### config.mk
export PLATFORM = sky130hd
export DESIGN_NAME = event_encoder8_3
export DESIGN_NICKNAME = d
export VERILOG_FILES = /design/src/rtl/event_encoder8_3.sv
export SDC_FILE = /design/constraint.sdc
export NUM_CORES = 1
export LEC_CHECK = 0
export BUFFER_PORTS_ARGS = -buffer_cell sky130_fd_sc_hd__buf_2
export CORE_UTILIZATION = 38
export DETAILED_ROUTE_END_ITERATION = 12
export PLACE_DENSITY = 0.64
export SETUP_SLACK_MARGIN = 0.3
export SYNTH_ARGS = -nofsm -noshare
export SYNTH_HDL_FRONTEND = slang
export SYNTH_SLANG_ARGS = --single-unit
export TNS_END_PERCENT = 1
### constraint.sdc
create_clock -name sys_clk -period 3.28 [get_ports sys_clk]
set_input_delay 0.328 -clock sys_clk [delete_from_list [all_inputs] [get_ports sys_clk]]
set_output_delay 0.328 -clock sys_clk [all_outputs]
set_load 0.01 [all_outputs]
### src/rtl/event_encoder8_3.sv
// event_encoder8_3: synchronises 8 asynchronous event lines, latches their rising edges
// as sticky pending bits and presents one binary code at a time on a valid/ready handshake.
module event_encoder8_3 #(
  parameter int SYNC_STAGES = 2,
  parameter bit LSB_FIRST   = 1'b1
) (
  input  logic       sys_clk,
  input  logic       sys_rst_n,
  input  logic [7:0] in_line,
  output logic [2:0] code_out,
  output logic       code_valid,
  input  logic       code_ready,
  output logic [7:0] pending,
  output logic       overflow,
  input  logic       ovf_clr
);

  typedef enum logic {IDLE = 1'b0, HOLD = 1'b1} state_t;

  state_t                      state, state_nxt;
  logic [SYNC_STAGES-1:0][7:0] sync_q;
  logic [7:0]                  sync_dly;
  logic [7:0]                  rise;
  logic [7:0]                  acc_mask;
  logic [7:0]                  pending_nxt;
  logic [2:0]                  code_nxt;
  logic                        accept;
  logic                        lost;

  // Last assignment wins, so the scan order decides which set bit has priority.
  function automatic logic [2:0] pick(input logic [7:0] v);
    pick = 3'd0;
    for (int i = 0; i < 8; i++) begin
      if (LSB_FIRST) begin
        if (v[7-i]) pick = 3'(7 - i);
      end else begin
        if (v[i]) pick = 3'(i);
      end
    end
  endfunction

  always_ff @(posedge sys_clk or negedge sys_rst_n) begin
    if (!sys_rst_n) begin
      sync_q   <= '0;
      sync_dly <= '0;
    end else begin
      sync_q   <= {sync_q[SYNC_STAGES-2:0], in_line};
      sync_dly <= sync_q[SYNC_STAGES-1];
    end
  end

  assign rise        = sync_q[SYNC_STAGES-1] & ~sync_dly;
  assign accept      = code_valid & code_ready;
  assign acc_mask    = accept ? (8'd1 << code_out) : 8'd0;
  assign pending_nxt = (pending & ~acc_mask) | rise;
  // A rise on the bit being accepted in the same cycle simply re-arms it.
  assign lost        = |(rise & pending & ~acc_mask);

  always_ff @(posedge sys_clk or negedge sys_rst_n) begin
    if (!sys_rst_n) begin
      pending  <= '0;
      overflow <= 1'b0;
    end else begin
      pending  <= pending_nxt;
      overflow <= lost | (overflow & ~ovf_clr);
    end
  end

  always_comb begin
    state_nxt = state;
    code_nxt  = code_out;
    case (state)
      IDLE: begin
        if (pending != 8'd0) begin
          state_nxt = HOLD;
          code_nxt  = pick(pending);
        end
      end
      HOLD: begin
        if (code_ready) state_nxt = IDLE;
      end
      default: state_nxt = IDLE;
    endcase
  end

  always_ff @(posedge sys_clk or negedge sys_rst_n) begin
    if (!sys_rst_n) begin
      state    <= IDLE;
      code_out <= 3'd0;
    end else begin
      state    <= state_nxt;
      code_out <= code_nxt;
    end
  end

  assign code_valid = (state == HOLD);

endmodule

# == After elaboration in Yosys (flattened, before gate mapping) ==
# Cells that the tools add are included.
# Widths: inputs -> output; s select.
# totals
register_bits,37
in_bits,12
mem_count,0
wordCells,35
mem_bits_rw,0
mem_bits_ro,0
latch_bits,0
out_inout_bits,13
# classes
n_eq_ne,0
order_cmp,0
n_bitwise,12
multipliers,0
n_mux,12
shift,1
n_div,0
reduce_logical,3
add_sub_neg,0
# op_table
op,count
$and 8x8->8,4
$mux 3,8
$not 8->8,2
$mux 8,1
$or 8x8->8,1
$reduce_bool 8->1,1
$reduce_or 8->1,1
$shl 1x3->8 const A,1
$and 1x1->1,2
$mux 1,2
$not 1->1,2
$pmux 1 s2,1
$reduce_and 2->1,1
$or 1x1->1,1

# == Longest topological paths before layout ==
# Gate-level depths: netlist of the first run.
# depth
depth_word,8
depth_mapped,5

# == Worst setup path before layout of the first run ==
# Ideal clock, no wire load.
# synth_path
path_kind,reg-to-reg
startpoint,register code_out[2]
endpoint,register overflow
n_path_buf,1
path_stages_with_launch,5
t_arrival_ns,1.234
setup_slack_ns,1.921
synth_period_minus_slack_ns,1.359
cell_sequence,dfrtp_1 > buf_6 > or4_4 > a2bb2oi_2 > nand3_1
# synth_via
elab_chain_cells,6
# synth_rtl
item,line_no,text
"start, declared",10,"output logic [2:0] code_out,"
"start signal, assigned",92,code_out <= code_nxt;
$shl 1x3->8,54,assign acc_mask = accept ? (8'd1 << code_out) : 8'd0;
$mux 8,54,
$not 8->8,57,assign lost = |(rise & pending & ~acc_mask);
$and 8x8->8,57,
$reduce_or 8->1,57,
$or 1x1->1,65,overflow <= lost | (overflow & ~ovf_clr);
"end signal, assigned",65,
"end, declared",14,"output logic overflow,"
# Every way passes these cells.
# A chain may end at the register's enable or synchronous reset.

# == Final worst setup path of the first run ==
# layout_path
startpoint,register pending[5]
endpoint,register code_out[1]
# layout_via
elab_chain_cells,6
word_cells_on_any_way,8
# layout_rtl
item,line_no,text
"start, declared",13,"output logic [7:0] pending,"
"start signal, assigned",64,pending <= pending_nxt;
$mux 3 (6 in a row),35,if (v[7-i]) pick = 3'(7 - i);
# Several ways; a longest one is shown, not always the timed one.

==> metrics, run 1 <==
status=finished, final reports clean; Area Growth Syn to Fin=16.7%; Synth cell types=28; Worst Tran Pin Value=between 0.7 and 0.8 ns; die height=~60 µm; Initial Utilization=0.413; largest net degree at the start of global routing=38; DIE AREA=3700 µm²; Reg clk slew, reported paths=0.11 ns; Num CTS Buffers=5; Clk pwr share=0.225; Rel. slew slack=0.481; H-Tree Depth=2; Power Density=between 600 and 700 nW/µm²; Internal Power=0.000709 W; Final Hold Fails=0; input/output buffers=24; DR iter-0 viols=74; Warnings, synthesis=0; CP Capture Type=flop; CP Class=flop to flop; Core Box Area=3180 µm²; Crit Path Max Fanout=5; setup TNS=0 ns; Fmax=~640 MHz; crit share post-route=0.478; Switching Fraction=0.321; per-cell routed wire length=~13 µm; critical path launch point type=flop; total gr overflow=0; Final nets=144; Setup Viol. Count Final=0; WL final=2.23 mm; most frequent cells in the layout=37 x dfrtp_1, 24 x buf_2, 10 x inv_1, 8 x o21ai_0, 7 x nand2_1; R2R depth=4; leakage power=about 0.69 nW; TritonRoute pass-1 iters=4; Clock Latency Late Sink=0.33 ns; DRC=0; RSZ-0062 raised after global routing=false; Die X=roughly 60 µm; Hold Path Class=input port to async pin; cell area after synthesis=1310 µm²; DP HPWL=around 1.6 mm; GRT Total Usage=0.148; Hold Buf Count CTS=0; Sw Pwr=0.000335 W; synthesis-stage register bit count=37; CTS tree=built; syn_nets=~110; Worst EP required=3.47 ns; IO Pins=25; Post-Syn Instances=102; vias in the first global route=798; Num Clock Sinks=37; max_cap viols=0; register area share after synthesis=0.705; first-pass GRT wire length=3.69 mm; Combinational Power Share=0.211; Worst Path Arrival=1.76 ns; DR vias=867; postcts setup bufs=0; CTS Root Cell=clkbuf_4; post-route ant nets=0; Peak VDD IR=0.272 mV; final core utilization=0.482; routed vias/inst=4.93; initial antenna violation count=0; min Tclk post-route=about 1.6 ns; Clock Skew=0.0145 ns; Flop pwr share=0.564; RePlAce Congestion=roughly 0.98; proportion of layout cells with a drive suffix above 1=0.250; syn_area_per_cell=approximately 13 µm²; diodes inserted=0; Clock Path Buffers=2; Rows=20; final slew viol count=0; Post-CTS Resized=0; leading cell type in the layout, fill and taps excluded=dfrtp_1
-- critical path: stages (launching register included) --
cell	delay, ns
dfrtp_1	0.42
nor4_1	0.43
a21oi_1	0.22
o311ai_0	0.17
o21ai_0	0.18
-- power by group through the flow --
stage	sequential [W]	clock (W)	combinational, W
after floorplan	0.000596	0	0.000131
after global placement	0.000593	0	0.000218
after detailed placement	0.000596	0	0.000220
after CTS	0.000587	0.000247	0.000222
after global routing	0.000599	0.000270	0.000246
final	0.000589	0.000235	0.000220
-- worst paths after layout --
check	to	slack, ns	start
max in group asynchronous	sync_q[6]$_DFF_PN0_	2.72	sys_rst_n
min reg2reg	sync_q[15]$_DFF_PN0_	0.34	sync_q[7]$_DFF_PN0_
max	code_out[1]$_DFFE_PN0P_	1.71	pending[5]$_DFF_PN0_
min in group sys_clk	sync_q[3]$_DFF_PN0_	0.10	in_line[3]
min	pending[7]$_DFF_PN0_	0.06	sys_rst_n
max reg2reg	code_out[1]$_DFFE_PN0P_	1.71	pending[5]$_DFF_PN0_
-- registers in the layout, summed over array words and instances, names as in the netlist --
name / flops
sync_q: 16
overflow: 1
pending: 8
code_out: 3
code_valid: 1
sync_dly: 8
-- cell usage after synthesis --
master | count | area share
and3b_1 | 1 | 0.0067
o221a_1 | 1 | 0.0086
nand4b_1 | 1 | 0.0067
o311ai_0 | 1 | 0.0067
a31o_1 | 1 | 0.0067
nor4_1 | 2 | 0.0095
buf_6 | 1 | 0.0086
nor2_1 | 5 | 0.014
nor3_1 | 1 | 0.0038
a2bb2oi_2 | 1 | 0.011
or4_4 | 1 | 0.0086
o2111a_1 | 1 | 0.0086
o2bb2ai_1 | 1 | 0.0067
o31ai_1 | 2 | 0.011
a21oi_1 | 3 | 0.011
nor3b_1 | 1 | 0.0057
dfrtp_1 | 37 | 0.70
nand2_1 | 7 | 0.020
o41ai_1 | 2 | 0.013
nand2b_1 | 6 | 0.029
nand3_1 | 2 | 0.0076
o21ai_0 | 8 | 0.030
inv_2 | 1 | 0.0029
a21o_1 | 1 | 0.0057
o2111ai_1 | 2 | 0.013
o21ai_1 | 1 | 0.0038
o21a_1 | 1 | 0.0057
inv_1 | 10 | 0.029
-- final cells by class --
cell class,instances,area [µm²]
clock buffer,7,55.1
tap,44,55.1
sequential,37,926
fill,291,1650
multi-input combinational,53,335
timing repair buffer,24,120
inverter,11,41.3
-- routing by layer --
layer / vias to the layer above / global-route usage / part of all wire
met2: 38 / 0.195 / 0.43
met4: 0 / 0.0974 / 0.022
met5: - / 0 / 0
met3: 6 / 0.0725 / 0.087
li1: 421 / - / -
met1: 402 / 0.192 / 0.46
-- stage by stage --
stage | hold WS (ns) | instance area (µm²) | power (W) | setup WS, ns | std cells
3_3_place_gp | 0.332 | 1480 | 0.000810 | 1.77 | 169
3_5_place_dp | 0.335 | 1480 | 0.000816 | 1.77 | 169
6_report | 0.0592 | 1530 | 0.00104 | 1.71 | 176
4_1_cts | 0.0791 | 1530 | 0.00106 | 1.75 | 176
5_1_grt | 0.0512 | 1530 | 0.00112 | 1.52 | 176
2_1_floorplan | 0.0324 | 1310 | 0.000727 | 1.92 | 102
-- kinds of logic after synthesis --
| kind of cell | count (synthesis) | share of synthesized area |
|---|---|---|
| AO/OA/AOI/OAI | 26 | 0.144 |
| buffers and inverters | 12 | 0.0400 |
| flip-flops | 37 | 0.705 |
| AND/OR/NAND/NOR | 27 | 0.111 |
No activity file was read; power rests on OpenSTA's default activity.
==> run 2, diff against run 1 <==
--- a/config.mk
+++ b/config.mk
@@ -8,7 +8,7 @@
 export BUFFER_PORTS_ARGS = -buffer_cell sky130_fd_sc_hd__buf_2
 export CORE_UTILIZATION = 38
 export DETAILED_ROUTE_END_ITERATION = 12
-export PLACE_DENSITY = 0.64
+export PLACE_DENSITY = 0.67
 export SETUP_SLACK_MARGIN = 0.3
 export SYNTH_ARGS = -nofsm -noshare
 export SYNTH_HDL_FRONTEND = slang
==> constraint.sdc (replaced) <==
create_clock -name sys_clk -period 1.3 [get_ports sys_clk]
set_input_delay 0.13 -clock sys_clk [delete_from_list [all_inputs] [get_ports sys_clk]]
set_output_delay 0.13 -clock sys_clk [all_outputs]
set_load 0.01 [all_outputs]
==> run 2 against run 1 <==
  * The run now ends with setup timing left
  * Via count increased by 15%
  * Non-clock buffer count up 31
  * Core utilization increased by 13 points
  * Clock skew is 0.0081 ns lower
  * Die area unchanged
  * Final cell count increased by 18%
  * Worst setup slack got worse by 1.8 ns
  * Combinational power grew to 5.1 times the previous value
  * Critical path depth is the same
  * Design area increased by 26%
  * Total power rose to 3.1 times the previous value
  * Critical path type unchanged
  * Critical endpoint is now overflow$_DFF_PN0_
  * Largest cell class unchanged
==> metrics, run 2 (same netlist as run 1, synthesis figures left out) <==
Num Clock Sinks=37 (unchanged); postcts setup bufs=0 (unchanged); Critical path origin=code_out[1]$_DFFE_PN0P_ (was pending[5]$_DFF_PN0_); Largest Register=sync_q (unchanged); RSZ-0062 raised after global routing=true (was false); leading cell type in the layout, fill and taps excluded=dfrtp_1 (unchanged); final worst-path setup slack=-0.0721 ns (was 1.71 ns); Final Hold Fails=0 (unchanged); leakage power=0.891 nW (was 0.686 nW); CTS Root Cell=clkbuf_4 (unchanged); min Tclk post-route=1.37 ns (was 1.57 ns); Fmax=729 MHz (was 638 MHz); input/output buffers=24 (unchanged); slowest CP cell=or4_4 (was nor4_1); Setup Viol. Count Final=1 (was 0); diodes inserted=0 (unchanged); initial antenna violation count=0 (unchanged); DIE AREA=3700 µm² (unchanged); Worst Tran Pin Value=0.447 ns (was 0.778 ns); Power, Total=0.00324 W (was 0.00104 W); DP HPWL=1.98 mm (was 1.56 mm); vias in the first global route=1005 (was 798); Largest regs=sync_q: 16 flops, pending: 8 flops, sync_dly: 8 flops (unchanged); CP Capture Type=flop (unchanged); Worst Path Arrival=1.59 ns (was 1.76 ns); post-route ant nets=0 (unchanged); final core utilization=0.607 (was 0.482); WL final=2.70 mm (was 2.23 mm); CTS tree=built (unchanged); Final nets=175 (was 144); GRT Total Usage=0.175 (was 0.148); status=finished, violations left (was finished, final reports clean); WP buf/inv=1 (was 0); Die X=60.8 µm (unchanged); Power Density=1680 nW/µm² (was 681 nW/µm²); post-route cell area=1930 µm² (was 1530 µm²); Rel. slew slack=0.702 (was 0.481); DRC=0 (unchanged); IO Pins=25 (unchanged); HP Start=code_ready; Initial Utilization=0.413 (unchanged); first-pass GRT wire length=4.45 mm (was 3.69 mm); Peak VDD IR=0.892 mV (was 0.272 mV); per-cell routed wire length=13.0 µm (was 12.7 µm); Clock Latency Late Sink=0.33 ns (about the same); total gr overflow=0 (unchanged); final slew viol count=0 (unchanged); TritonRoute pass-1 iters=4 (unchanged); Clock Path Buffers=2 (unchanged); Num CTS Buffers=5 (unchanged); placed inst area=1660 µm² (was 1480 µm²); RePlAce Congestion=0.856 (was 0.982); H-Tree Depth=2 (unchanged); crit path cell chain=inv_2 -> or4_4 -> a2bb2oi_2 -> nand3_1 (was nor4_1 -> a21oi_1 -> o311ai_0 -> o21ai_0); Clock Skew=0.00642 ns (was 0.0145 ns); die height=60.8 µm (unchanged); pre-CTS WS=-0.129 ns (was 1.77 ns); proportion of layout cells with a drive suffix above 1=0.421 (was 0.250); Reg clk slew, reported paths=0.11 ns (about the same); critical path launch point type=flop (unchanged); DR vias=995 (was 867); Core Box Area=3180 µm² (unchanged); most frequent cells in the layout=34 x dfrtp_1, 19 x buf_2, 16 x buf_4, 10 x inv_1, 10 x buf_6 (was 37 x dfrtp_1, 24 x buf_2, 10 x inv_1, 8 x o21ai_0, 7 x nand2_1); Area Growth Syn to Fin=47.0% (was 16.7%); Worst path max stage delay=0.54 ns (was 0.43 ns); Worst EP required=1.52 ns (was 3.47 ns); max reg flops=16 (unchanged); largest net degree at the start of global routing=20 (was 38); Rows=20 (unchanged); worst reg2reg path startpoint=code_out[1]$_DFFE_PN0P_ (was pending[5]$_DFF_PN0_); CP Class=flop to flop (unchanged); Crit Path Max Fanout=6 (was 5); family with the most delay on the worst path=simple AND/OR/NAND/NOR gates (was compound AO/OA/AOI/OAI gates); DR iter-0 viols=50 (was 74); Hold Path Class=input port to flop (was input port to async pin); max_cap viols=0 (unchanged); violated checks=setup timing; routed vias/inst=4.78 (was 4.93); crit share post-route=1.06 (was 0.478)
run 2: cell types whose count changed in the layout (fill, tap and decap cells not counted), moves of 2 or more:
cell	change
o21ai_1	+3
o21ai_0	-4
dlygate4sd3_1	+9
dfrtp_1	-3
nor4_1	-2
buf_4	+16
buf_6	+10
nand2_1	-2
dfrtp_2	+3
nand2_2	+2
buf_2	-5
run 2: worst paths after layout:
kind	slack, ns	end	cells after the start
worst max-delay path	-0.07	overflow$_DFF_PN0_	4
min in group asynchronous	0.27	overflow$_DFF_PN0_	2
max in group asynchronous	0.58	code_valid$_DFF_PN0_	3
worst min register to register	0.35	sync_q[8]$_DFF_PN0_	0
worst min-delay path	0.19	code_valid$_DFF_PN0_	3
worst max register to register	-0.07	overflow$_DFF_PN0_	4
run 2: through the flow:
step | cells | hold WS, ns | TNS, ns
3_3_place_gp | 191 | 0.103 | -0.182
3_5_place_dp | 191 | 0.102 | -0.289
6_report | 208 | 0.193 | -0.0721
5_1_grt | 208 | 0.185 | -0.171
2_1_floorplan | 102 | -0.166 | -0.0595
4_1_cts | 208 | 0.166 | -0.105
run 2: metal layers:
| layer | global-route usage | up-vias | share of wire |
|---|---|---|---|
| li1 | - | 481 | - |
| met1 | 0.226 | 478 | 0.46 |
| met2 | 0.270 | 29 | 0.47 |
| met3 | 0.0576 | 7 | 0.041 |
| met4 | 0.0779 | 0 | 0.022 |
| met5 | 0 | - | 0 |
run 2: area by class of cell:
class	instances	area, µm²
clock buffers	7	65.1
clock inverters	1	5.00
fillers	270	1250
inverters	11	41.3
multi-input cells	53	397
flip-flops and latches	37	930
well taps	44	55.1
repair buffers	55	438
run 2: tightest hold or removal path, delay by kind of cell:
kind	cells	cell delay, ns
AOI/OAI and AO/OA	1	0.16
buffers and inverters	2	0.20
run 2: report_power, final:
group	switching [W]	total (W)	leakage, nW	internal [W]
Clock	0.000350	0.000663	0.0413	0.000314
Combinational	0.000510	0.00112	0.440	0.000610
Sequential	0.000155	0.00146	0.410	0.00131
run 2: timing repair:
item / 4_1_cts / 5_1_grt
hold buffers: 9 / 0
pin swaps: 7 / 1
endpoints found under the hold margin: 26 / 0
gates resized for setup: 18 / 11
setup endpoints to repair: 26 / 26
==> run 3, diff against run 2 <==
--- a/config.mk
+++ b/config.mk
@@ -6,6 +6,8 @@
 export NUM_CORES = 1
 export LEC_CHECK = 0
 export BUFFER_PORTS_ARGS = -buffer_cell sky130_fd_sc_hd__buf_2
+export CAP_MARGIN = 20
+export CORE_MARGIN = 2
 export CORE_UTILIZATION = 38
 export DETAILED_ROUTE_END_ITERATION = 12
 export PLACE_DENSITY = 0.67
==> run 3 against run 2 <==
  * Clock-buffer cell count is 1 lower
  * The flow still finishes with violations (setup timing)
  * Final cell count stayed put
  * Combinational power is 9.8% higher
  * Routed wire length is 3.2% higher
  * Worst setup slack worse by 0.028 ns
  * Maximum frequency is 2.0% lower
  * Sequential power hardly changed
  * Via count is 0.80% lower
  * Core utilization is 2.2 points lower
  * Clock skew is 0.0053 ns higher
  * Non-clock buffer count is 2 lower
==> metrics, run 3 (same netlist as run 1, synthesis figures left out) <==
leakage power=0.893 nW (was 0.891 nW); Hold Path Class=input port to flop (unchanged); first-pass GRT wire length=4.60 mm (was 4.45 mm); Setup Viol. Count Final=1 (unchanged); Rows=21 (was 20); Num Clock Sinks=37 (unchanged); Largest regs=sync_q: 16 flops, pending: 8 flops, sync_dly: 8 flops (unchanged); GRT met1 Usage=0.187 (was 0.226); fillers=283 (was 270); vias in the first global route=1006 (was 1005); Clock Path Buffers=2 (unchanged); CP Capture Type=flop (unchanged); Top Usage Layer GRT=met2 (unchanged); CTS tree=built (unchanged); DP HPWL=1.87 mm (was 1.98 mm); final core utilization=0.586 (was 0.607); largest net degree at the start of global routing=38 (was 20); DIE AREA=3940 µm² (was 3700 µm²); critical path launch point type=flop (unchanged); Area Growth Syn to Fin=48.8% (was 47.0%); most frequent cells in the layout=36 x dfrtp_1, 16 x buf_2, 16 x buf_6, 12 x buf_4, 10 x inv_1 (was 34 x dfrtp_1, 19 x buf_2, 16 x buf_4, 10 x inv_1, 10 x buf_6); final worst-path setup slack=-0.100 ns (was -0.0721 ns); Worst EP required=1.52 ns (about the same); Multi-input gate area=408 µm² (was 397 µm²); CP Class=flop to flop (unchanged); RSZ-0062 raised after global routing=true (unchanged); worst hold margin=0.198 ns (was 0.193 ns); routed vias/inst=4.75 (was 4.78); Crit Path Max Fanout=7 (was 6); global routing usage on met3=0.0396 (was 0.0576); register area=927 µm² (was 930 µm²); Initial Utilization=0.394 (was 0.413); max reg flops=16 (unchanged); setup TNS=-0.100 ns (was -0.0721 ns); H-Tree Depth=2 (unchanged); input/output buffers=24 (unchanged); Peak VDD IR=0.793 mV (was 0.892 mV); CTS Root Cell=clkbuf_4 (unchanged); Clock Skew=0.0118 ns (was 0.00642 ns); WL final=2.78 mm (was 2.70 mm); DR iter-0 viols=88 (was 50); Final nets=173 (was 175); total gr overflow=0 (unchanged); crit share post-route=1.08 (was 1.06); die height=62.8 µm (was 60.8 µm); per-cell routed wire length=13.4 µm (was 13.0 µm); met2 track demand over resource=0.262 (was 0.270); TritonRoute pass-1 iters=4 (unchanged); IO Pins=25 (unchanged); Worst Tran Pin Value=0.444 ns (was 0.447 ns); Rel. slew slack=0.704 (was 0.702); Core Box Area=3340 µm² (was 3180 µm²); Largest Register=sync_q (unchanged); violated checks=setup timing (unchanged); Num CTS Buffers=5 (unchanged); RePlAce Congestion=0.893 (was 0.856); status=finished, violations left (unchanged); Reg clk slew, reported paths=0.11 ns (about the same); Worst Path Arrival=1.62 ns (was 1.59 ns); initial antenna violation count=0 (unchanged); GRT Total Usage=0.155 (was 0.175); Clock Latency Late Sink=0.34 ns (was 0.33 ns); max_cap viols=0 (unchanged); Final Hold Fails=0 (unchanged); min Tclk post-route=1.40 ns (was 1.37 ns); diodes inserted=0 (unchanged); Die X=62.8 µm (was 60.8 µm); Fmax=714 MHz (was 729 MHz); post-route ant nets=0 (unchanged); DRC=0 (unchanged); Power, Total=0.00345 W (was 0.00324 W); Power Density=1760 nW/µm² (was 1680 nW/µm²); proportion of layout cells with a drive suffix above 1=0.407 (was 0.421); final slew viol count=0 (unchanged); DR vias=987 (was 995); leading cell type in the layout, fill and taps excluded=dfrtp_1 (unchanged)
==> run 3: changes by cell type in the layout (fill, tap and decap cells not counted), moves of 2 or more <==
cell,delta
buf_6,+6
buf_4,-4
buf_2,-3
clkbuf_8,-2
dfrtp_1,+2
dfrtp_2,-2
==> run 3: power by group <==
part	switching, W	internal, W
combinational	0.000546	0.000682
clock	0.000365	0.000409
sequential	0.000147	0.00130
==> run 3: through the flow <==
step | instance area, µm² | std cells | setup WS, ns
floorplan | 1310 | 102 | -0.0592
global placement | 1610 | 188 | -0.0960
detailed placement | 1610 | 188 | -0.114
CTS | 1910 | 207 | -0.0897
global route | 1950 | 208 | -0.153
finish | 1950 | 208 | -0.100
==> run 3: final timing paths <==
check                                   startpoint                       to  slack, ns  cells past startpoint
max in group asynchronous                sys_rst_n     pending[4]$_DFF_PN0_       0.63                      3
hold reg to reg                sync_q[7]$_DFF_PN0_     sync_q[15]$_DFF_PN0_       0.36                      0
setup reg to reg           code_out[1]$_DFFE_PN0P_       overflow$_DFF_PN0_      -0.10                      4
hold / removal                          code_ready     code_valid$_DFF_PN0_       0.20                      3
setup / recovery           code_out[1]$_DFFE_PN0P_       overflow$_DFF_PN0_      -0.10                      4
min in group asynchronous                sys_rst_n  code_out[0]$_DFFE_PN0P_       0.33                      3
==> run 3: metal layers <==
layer  part of all wire  routed length [µm]  vias up
met1               0.44                1240      473
met5                  0                   0        -
li1                   -                   -      479
met2               0.50                1380       27
met4              0.020                  55        0
met3              0.039                 108        8
==> run 3: timing repair <==
action                                  CTS  global route
endpoints found under the setup margin   26            26
gates resized for setup                  28             8
hold buffers                              9             0
buffers inserted                          2             1
pin swaps                                 6            10
hold endpoints to repair                 45             0
==> run 3: critical path: stages, from the launching register on <==
cell	delay [ns]
dfrtp_2	0.45
inv_2	0.05
or4_4	0.55
a2bb2oi_2	0.15
nand3_1	0.09
==> run 3: layout make-up <==
cell class | count | area share
Clock buffer | 6 | 0.0211
Timing Repair Buffer | 53 | 0.225
Tap cell | 46 | 0.0294
Sequential cell | 37 | 0.474
Clock inverter | 2 | 0.0198
Inverter | 11 | 0.0211
Multi-Input combinational cell | 53 | 0.209
